`config.mk`:
```
export PLATFORM = sky130hd
export DESIGN_NAME = i2c_slave
export DESIGN_NICKNAME = d
export VERILOG_FILES = /design/src/rtl/i2c_slave_pkg.sv /design/src/rtl/i2c_line_filter.sv /design/src/rtl/i2c_slave.sv
export SDC_FILE = /design/constraint.sdc
export NUM_CORES = 1
export LEC_CHECK = 0
export BUFFER_PORTS_ARGS = -buffer_cell sky130_fd_sc_hd__buf_2
export CORE_ASPECT_RATIO = 0.7
export CORE_MARGIN = 8
export CORE_UTILIZATION = 60
export CTS_CLUSTER_DIAMETER = 50
export DETAILED_ROUTE_END_ITERATION = 6
export HOLD_SLACK_MARGIN = 0.05
export PLACE_DENSITY = 0.83
export SYNTH_ARGS = -nofsm -noshare
export SYNTH_HDL_FRONTEND = slang
export SYNTH_SLANG_ARGS = --single-unit
```
`constraint.sdc`:
```
create_clock -name clk -period 3.5 [get_ports clk]
set_input_delay 0.875 -clock clk [delete_from_list [all_inputs] [get_ports clk]]
set_output_delay 0.875 -clock clk [all_outputs]
set_load 0.01 [all_outputs]
```
`src/rtl/i2c_slave_pkg.sv`:
```
//-----------------------------------------------------------------------------
//  Module      : i2c_slave_pkg
//  Description : Shared constants for the I2C target: FSM state encodings and
//                helpers that turn microsecond-scaled timing into cycle
//                counts and counter widths.
//  Revision    : 1.0  initial release
//-----------------------------------------------------------------------------
`default_nettype none

package i2c_slave_pkg;

    // FSM state encodings
    localparam logic [2:0] c_st_idle = 3'd0;  // bus ignored until START
    localparam logic [2:0] c_st_addr = 3'd1;  // shifting in address + R/W
    localparam logic [2:0] c_st_aack = 3'd2;  // driving address ACK
    localparam logic [2:0] c_st_rx   = 3'd3;  // receiving write data
    localparam logic [2:0] c_st_rack = 3'd4;  // driving data ACK
    localparam logic [2:0] c_st_tx   = 3'd5;  // sending read data
    localparam logic [2:0] c_st_tack = 3'd6;  // sampling master ACK
    localparam logic [2:0] c_st_wait = 3'd7;  // not ours / NACKed: wait for START/STOP

    // A timing interval of zero cycles is meaningless on the bus; clamp to 1.
    function automatic int f_cycles_min1(input int n);
        return (n < 1) ? 1 : n;
    endfunction

    // Counter width able to hold the value max_val.
    function automatic int f_width(input int max_val);
        return (max_val < 2) ? 1 : $clog2(max_val + 1);
    endfunction

endpackage

`default_nettype wire

```
`src/rtl/i2c_line_filter.sv`:
```
//-----------------------------------------------------------------------------
//  Module      : i2c_line_filter
//  Description : Two-flop synchroniser followed by a FILT-deep majority-free
//                glitch filter; the filtered level only changes after FILT
//                consecutive equal samples. Registered rise/fall pulses are
//                coincident with the filtered level change.
//  Ports       : clk, rst (async, active-low)
//                i_line  raw bus level
//                o_level filtered level (idles high)
//                o_rise  1-cycle pulse, filtered level went 0->1
//                o_fall  1-cycle pulse, filtered level went 1->0
//  Revision    : 1.0  initial release
//-----------------------------------------------------------------------------
`default_nettype none

module i2c_line_filter #(
    parameter int FILT = 2
) (
    input  logic clk,
    input  logic rst,
    input  logic i_line,
    output logic o_level,
    output logic o_rise,
    output logic o_fall
);

    logic [1:0]      r_sync;
    logic [FILT-1:0] r_hist;
    logic [FILT-1:0] w_hist_nxt;
    logic            r_level;
    logic            r_rise;
    logic            r_fall;

    generate
        if (FILT == 1) begin : g_filt_single
            assign w_hist_nxt = r_sync[1];
        end else begin : g_filt_multi
            assign w_hist_nxt = {r_hist[FILT-2:0], r_sync[1]};
        end
    endgenerate

    // Released bus lines read high, so every stage resets to 1: no false
    // edge is produced when reset is removed.
    always_ff @(posedge clk or negedge rst) begin
        if (!rst) begin
            r_sync  <= '1;
            r_hist  <= '1;
            r_level <= 1'b1;
            r_rise  <= 1'b0;
            r_fall  <= 1'b0;
        end else begin
            r_sync <= {r_sync[0], i_line};
            r_hist <= w_hist_nxt;
            r_rise <= 1'b0;
            r_fall <= 1'b0;
            if ((&r_hist) && !r_level) begin
                r_level <= 1'b1;
                r_rise  <= 1'b1;
            end else if (!(|r_hist) && r_level) begin
                r_level <= 1'b0;
                r_fall  <= 1'b1;
            end
        end
    end

    assign o_level = r_level;
    assign o_rise  = r_rise;
    assign o_fall  = r_fall;

endmodule

`default_nettype wire

```
`src/rtl/i2c_slave.sv`:
```
//-----------------------------------------------------------------------------
//  Module      : i2c_slave
//  Description : I2C target answering one 7-bit address. Filters SDA/SCL,
//                detects START/Sr/STOP, ACKs its address, delivers write
//                bytes (rx_stb) and fetches read bytes (tx_req/tx_vld).
//                Open-drain outputs: 1 releases the line.
//  Config      : I2C_SLAVE_STRETCH_EN - when defined, a missing read byte
//                stretches SCL until tx_vld; otherwise 0xFF is sent and udr
//                pulses.
//  Ports       : clk, rst (async, active-low)
//                sda/scl in, sda_out/scl_out drive, rx_dat/rx_stb write data,
//                tx_dat/tx_vld/tx_req read data, sel/rw/sto/udr status
//  Revision    : 1.0  initial release
//-----------------------------------------------------------------------------
`default_nettype none

module i2c_slave
    import i2c_slave_pkg::*;
#(
    parameter logic [6:0] ADDR = 7'h50,
    parameter int         US   = 1,
    parameter int         FILT = 2
) (
    input  logic       clk,
    input  logic       rst,
    input  logic       sda,
    output logic       sda_out,
    input  logic       scl,
    output logic       scl_out,
    output logic [7:0] rx_dat,
    output logic       rx_stb,
    input  logic [7:0] tx_dat,
    output logic       tx_req,
    input  logic       tx_vld,
    output logic       sel,
    output logic       rw,
    output logic       sto,
    output logic       udr
);

    localparam int                  c_hold    = f_cycles_min1((3 * US) / 10);
    localparam int                  c_hold_w  = f_width(c_hold);
    localparam logic [c_hold_w-1:0] c_hold_ld = c_hold_w'(c_hold);

    logic w_sf, w_s_rise, w_s_fall;
    logic w_cf, w_c_rise, w_c_fall;

    i2c_line_filter #(.FILT(FILT)) u_sda_filt (
        .clk(clk), .rst(rst), .i_line(sda),
        .o_level(w_sf), .o_rise(w_s_rise), .o_fall(w_s_fall)
    );

    i2c_line_filter #(.FILT(FILT)) u_scl_filt (
        .clk(clk), .rst(rst), .i_line(scl),
        .o_level(w_cf), .o_rise(w_c_rise), .o_fall(w_c_fall)
    );

    logic [2:0]          r_state;
    logic [2:0]          r_cnt;
    logic [6:0]          r_rx_sh;    // first 7 bits of the byte being received
    logic [6:0]          r_tx_sh;    // remaining bits of the byte being sent
    logic [c_hold_w-1:0] r_hold_cnt;
    logic                r_need_load;
    logic                r_sda_out;
    logic [7:0]          r_rx_dat;
    logic                r_rx_stb, r_tx_req, r_sel, r_rw, r_sto, r_udr;
    logic [7:0]          w_byte;
    logic                w_hold_hit;

`ifdef I2C_SLAVE_STRETCH_EN
    localparam int                c_su    = f_cycles_min1((3 * US) / 10);
    localparam int                c_su_w  = f_width(c_su);
    localparam logic [c_su_w-1:0] c_su_ld = c_su_w'(c_su);
    logic              r_scl_out;
    logic              r_stretch;
    logic [c_su_w-1:0] r_su_cnt;
`endif

    assign w_byte     = {r_rx_sh, w_sf};
    assign w_hold_hit = (r_hold_cnt == c_hold_w'(1));

    always_ff @(posedge clk or negedge rst) begin
        if (!rst) begin
            r_state     <= c_st_idle;
            r_cnt       <= 3'd7;
            r_rx_sh     <= '0;
            r_tx_sh     <= '1;
            r_hold_cnt  <= '0;
            r_need_load <= 1'b0;
            r_sda_out   <= 1'b1;
            r_rx_dat    <= '0;
            r_rx_stb    <= 1'b0;
            r_tx_req    <= 1'b0;
            r_sel       <= 1'b0;
            r_rw        <= 1'b0;
            r_sto       <= 1'b0;
            r_udr       <= 1'b0;
`ifdef I2C_SLAVE_STRETCH_EN
            r_scl_out   <= 1'b1;
            r_stretch   <= 1'b0;
            r_su_cnt    <= '0;
`endif
        end else begin
            r_rx_stb <= 1'b0;
            r_tx_req <= 1'b0;
            r_sto    <= 1'b0;
            r_udr    <= 1'b0;

            // SDA is changed a hold time after SCL falls
            if (w_c_fall)
                r_hold_cnt <= c_hold_ld;
            else if (r_hold_cnt != '0)
                r_hold_cnt <= r_hold_cnt - 1'b1;

            if (w_s_fall && w_cf) begin
                // START / repeated START, accepted from any state
                r_state     <= c_st_addr;
                r_cnt       <= 3'd7;
                r_sda_out   <= 1'b1;
                r_hold_cnt  <= '0;
                r_need_load <= 1'b0;
`ifdef I2C_SLAVE_STRETCH_EN
                r_scl_out   <= 1'b1;
                r_stretch   <= 1'b0;
`endif
            end else if (w_s_rise && w_cf) begin
                // STOP
                r_state     <= c_st_idle;
                r_sda_out   <= 1'b1;
                r_sel       <= 1'b0;
                r_sto       <= r_sel;
                r_hold_cnt  <= '0;
                r_need_load <= 1'b0;
`ifdef I2C_SLAVE_STRETCH_EN
                r_scl_out   <= 1'b1;
                r_stretch   <= 1'b0;
`endif
            end else begin
                // ---- drive point ----
                if (w_hold_hit) begin
                    case (r_state)
                        c_st_aack, c_st_rack: r_sda_out <= 1'b0;
                        c_st_tx: begin
                            if (r_need_load) begin
                                if (tx_vld) begin
                                    r_sda_out   <= tx_dat[7];
                                    r_tx_sh     <= tx_dat[6:0];
                                    r_need_load <= 1'b0;
                                end else begin
`ifdef I2C_SLAVE_STRETCH_EN
                                    // hold SCL low until the local side delivers
                                    r_scl_out <= 1'b0;
                                    r_stretch <= 1'b1;
`else
                                    r_sda_out   <= 1'b1;
                                    r_tx_sh     <= '1;
                                    r_need_load <= 1'b0;
                                    r_udr       <= 1'b1;
`endif
                                end
                            end else begin
                                r_sda_out <= r_tx_sh[6];
                                r_tx_sh   <= {r_tx_sh[5:0], 1'b1};
                            end
                        end
                        c_st_idle: ;
                        default: r_sda_out <= 1'b1;
                    endcase
                end

`ifdef I2C_SLAVE_STRETCH_EN
                // Late byte: drive MSB, then give it a setup time before
                // letting SCL go.
                if (r_stretch) begin
                    if (r_need_load) begin
                        if (tx_vld) begin
                            r_sda_out   <= tx_dat[7];
                            r_tx_sh     <= tx_dat[6:0];
                            r_need_load <= 1'b0;
                            r_su_cnt    <= c_su_ld;
                        end
                    end else if (r_su_cnt > c_su_w'(1)) begin
                        r_su_cnt <= r_su_cnt - 1'b1;
                    end else begin
                        r_scl_out <= 1'b1;
                        r_stretch <= 1'b0;
                    end
                end
`endif

                // ---- sample point ----
                if (w_c_rise) begin
                    case (r_state)
                        c_st_addr: begin
                            r_rx_sh <= w_byte[6:0];
                            if (r_cnt == 3'd0) begin
                                r_cnt <= 3'd7;
                                if (w_byte[7:1] == ADDR) begin
                                    r_state <= c_st_aack;
                                    r_sel   <= 1'b1;
                                    r_rw    <= w_byte[0];
                                end else begin
                                    r_state <= c_st_wait;
                                    r_sel   <= 1'b0;
                                end
                            end else begin
                                r_cnt <= r_cnt - 3'd1;
                            end
                        end
                        c_st_aack: begin
                            if (r_rw) begin
                                r_state     <= c_st_tx;
                                r_tx_req    <= 1'b1;
                                r_need_load <= 1'b1;
                            end else begin
                                r_state <= c_st_rx;
                            end
                        end
                        c_st_rx: begin
                            r_rx_sh <= w_byte[6:0];
                            if (r_cnt == 3'd0) begin
                                r_rx_dat <= w_byte;
                                r_rx_stb <= 1'b1;
                                r_state  <= c_st_rack;
                                r_cnt    <= 3'd7;
                            end else begin
                                r_cnt <= r_cnt - 3'd1;
                            end
                        end
                        c_st_rack: r_state <= c_st_rx;
                        c_st_tx: begin
                            if (r_cnt == 3'd0) begin
                                r_state <= c_st_tack;
                                r_cnt   <= 3'd7;
                            end else begin
                                r_cnt <= r_cnt - 3'd1;
                            end
                        end
                        c_st_tack: begin
                            if (!w_sf) begin
                                r_state     <= c_st_tx;
                                r_tx_req    <= 1'b1;
                                r_need_load <= 1'b1;
                            end else begin
                                r_state <= c_st_wait;
                            end
                        end
                        default: ;
                    endcase
                end
            end
        end
    end

    assign sda_out = r_sda_out;
`ifdef I2C_SLAVE_STRETCH_EN
    assign scl_out = r_scl_out;
`else
    assign scl_out = 1'b1;
`endif
    assign rx_dat  = r_rx_dat;
    assign rx_stb  = r_rx_stb;
    assign tx_req  = r_tx_req;
    assign sel     = r_sel;
    assign rw      = r_rw;
    assign sto     = r_sto;
    assign udr     = r_udr;

endmodule

`default_nettype wire

```
==> metrics <==
status=complete, no violations; Startpoint Class=flip-flop; largest net degree at the start of global routing=52; Worst slew margin=29.9%; syn_area_per_cell=approximately 12 um2; Wirelength per Cell=approximately 16 um; Post-synth EDFFs=0; top cell type's share of synthesized area=a little over a third; top_reg_cell synth=dfrtp_1; Synth Warn #=0; vias in the first global route=about 1500; Net Count, Synth=197; Slew @ Worst Pin=roughly 1100 ps; CORE AREA=around 0.0035 mm2; via count=~1500; hold_ws=roughly 360 ps; Setup WS pre-CTS=1450 ps; antenna-violating nets left=0; Core Rows=18; # hold bufs at CTS=0; CTS clk-pin slew, worst paths=around 80 ps; logic gate share of total power=around a fifth; global-route wire length before repair=approximately 7100 um; crit path max fanout=13; CTS tree=yes; Max VDD drop=~0.00043 V; Post-CTS Resized=0; area occupied by registers=~0.0013 mm2; Power per Cell Area=slightly above 600 mW/mm2; RSZ-0062 raised after global routing=false; Pleak=~1.1 nW; total track usage=15.8%; synthesized area=0.00214 mm2; Synth top cells by count=dfrtp_1 (30), dfstp_2 (21), nand2_1 (21); Hold Crit Class=flip-flop to flip-flop; Sink Count=51; fin nets=~220; Placed Instances=approximately 250; Post-Route WL=slightly above 4000 um; Congestion Overflow GR=0; Synth area leader=dfrtp_1; Final Max Slew Viols=0; I/O Buffers=27; diode count=0; Mapped Cells=around 180; share of synthesized flip-flops with an asynchronous set or reset=between 90% and 100%; Clock Tree Root=clkbuf_8; Seq/Total Area, Yosys=about three fifths; Arr. time, crit path=between 2000 and 2500 ps; DRC Markers=0; Sw Share=roughly 30%; total of max-cap violations=0; # IOs=29; Starting Density=just over 60%; layout cell share with drive strength beyond 1=34.8%; sequential share of power=around three fifths; Post-CTS Setup Inserts=0; # H-tree levels=2; # setup viols final=0; clock power share=21.5%; initial antenna violation count=0; Multi-input gate area=776 um2; Pint=approximately 1.0 mW; setup ws final=approximately 1400 ps; Setup Skew=approximately 5.0 ps; FMAX=477 MHz; CTS Buf Count=5; Hold Path Depth=0; HPWL Detailed=3030 um; fillers=257; Die Span Y=around 66 um; chip width=between 80 and 90 um; Placed Area=roughly 0.0023 mm2; via-per-instance ratio=around 5.7; area delta synth->final=11.0%; final worst path period need=around 2100 ps; unique cell type count in the Yosys netlist=40; WP data required=about 3700 ps; CTS Buffer Depth=2; fin crit share=between 50% and 60%; clock latency at the later pin of the worst-skew pair=290 ps; CP Class=flip-flop to flip-flop; largest cells by area after synthesis=dfrtp_1 (35%), dfstp_2 (26%), mux2_2 (8.4%), o21ai_0 (4.7%), nand2_1 (3.7%); DRT iter0 DRCs=124; switching power=roughly 0.43 mW; TritonRoute pass-1 iters=5; final instance area=about 0.0024 mm2; #FFs+latches synth=51; count leader, synth=dfrtp_1; Reg2Reg Depth=4; gpl congestion=0.967; TNS Setup=0 ps; full die area=0.00577 mm2; Non-Filler Instances=between 200 and 300; Final Hold Viols=0; critical path endpoint category=flip-flop
-- flip-flops by register name, indices dropped and copies added, names as in the netlist, 2 cells and up --
name               count
rx_dat                 8
r_rx_sh                7
r_tx_sh                7
r_cnt                  3
r_state                3
u_scl_filt.r_hist      2
u_scl_filt.r_sync      2
u_sda_filt.r_hist      2
u_sda_filt.r_sync      2
-- power by group through the flow --
stage	clock network (mW)	logic [mW]	registers (mW)
final	0.310	0.273	0.857
after global routing	0.349	0.305	0.880
after CTS	0.320	0.274	0.855
after detailed placement	0	0.270	0.867
after global placement	0	0.249	0.851
after floorplan	0	0.236	0.810
-- routing by layer --
layer | vias up | routed length (um) | share of wire, % | global-route usage (%)
met1 | 718 | 1830 | 45 | 19.7
met4 | 0 | 24 | 0.59 | 5.97
met5 | - | 0 | 0 | 0
li1 | 700 | - | - | -
met2 | 54 | 1920 | 47 | 24.7
met3 | 5 | 318 | 7.8 | 5.96
-- placed cells by master (no fill, tap or decap), drive strengths merged, types with 3 or more instances in the layout --
cell / count
nor3b: 3
clkbuf: 8
inv: 6
mux2: 16
and3: 4
dfstp: 21
o21ai: 20
nor3: 8
dfrtp: 30
nand2: 21
buf: 27
and2: 3
a21oi: 5
nor2: 8
o22ai: 5
-- worst max-delay path, stage by stage, from the launching register on --
cell and delay, ps:
dfrtp_1 560, nand2_1 190, nor3_4 340, and3_1 490
mux2_2 390
-- layout make-up --
type | count | area share, %
multi-input combinational | 118 | 32.6
clock buffer | 8 | 3.37
sequential | 51 | 54.8
timing repair buffer | 27 | 5.68
tap | 50 | 2.63
inverter | 6 | 0.947
-- metrics by stage --
stage	power, mW	utilization [%]
6_report	1.44	68.6
3_5_place_dp	1.14	66.3
3_3_place_gp	1.10	66.3
5_1_grt	1.53	68.6
4_1_cts	1.45	68.6
2_1_floorplan	1.05	-
-- kinds of logic (layout without fill, tap and decap cells) --
group                    after synthesis  count (layout)  synth area share, %
adder cells (fa/ha/maj)                2               2                 1.17
multiplexers                          17              17                 8.87
flip-flops                            51              51                 60.8
buffers and inverters                 13              41                 3.04
other                                  1               1                0.175
AND/OR/NAND/NOR                       56              56                 13.8
AO/OA/AOI/OAI                         42              42                 12.1
-- path summary, 6_finish.rpt --
path	start	to	slack (ps)
max in group asynchronous	rst	rx_dat[5]$_DFFE_PN0P_	2080
max	r_state[0]$_DFFE_PN0P_	rx_dat[7]$_DFFE_PN0P_	1400
min in group asynchronous	rst	u_sda_filt.o_fall$_DFF_PN0_	770
min	u_scl_filt.r_sync[1]$_DFF_PN1_	u_scl_filt.r_hist[0]$_DFF_PN1_	360
max reg2reg	r_state[0]$_DFFE_PN0P_	rx_dat[7]$_DFFE_PN0P_	1400
min reg2reg	u_scl_filt.r_sync[1]$_DFF_PN1_	u_scl_filt.r_hist[0]$_DFF_PN1_	360
No activity file was read; power rests on OpenSTA's default activity.
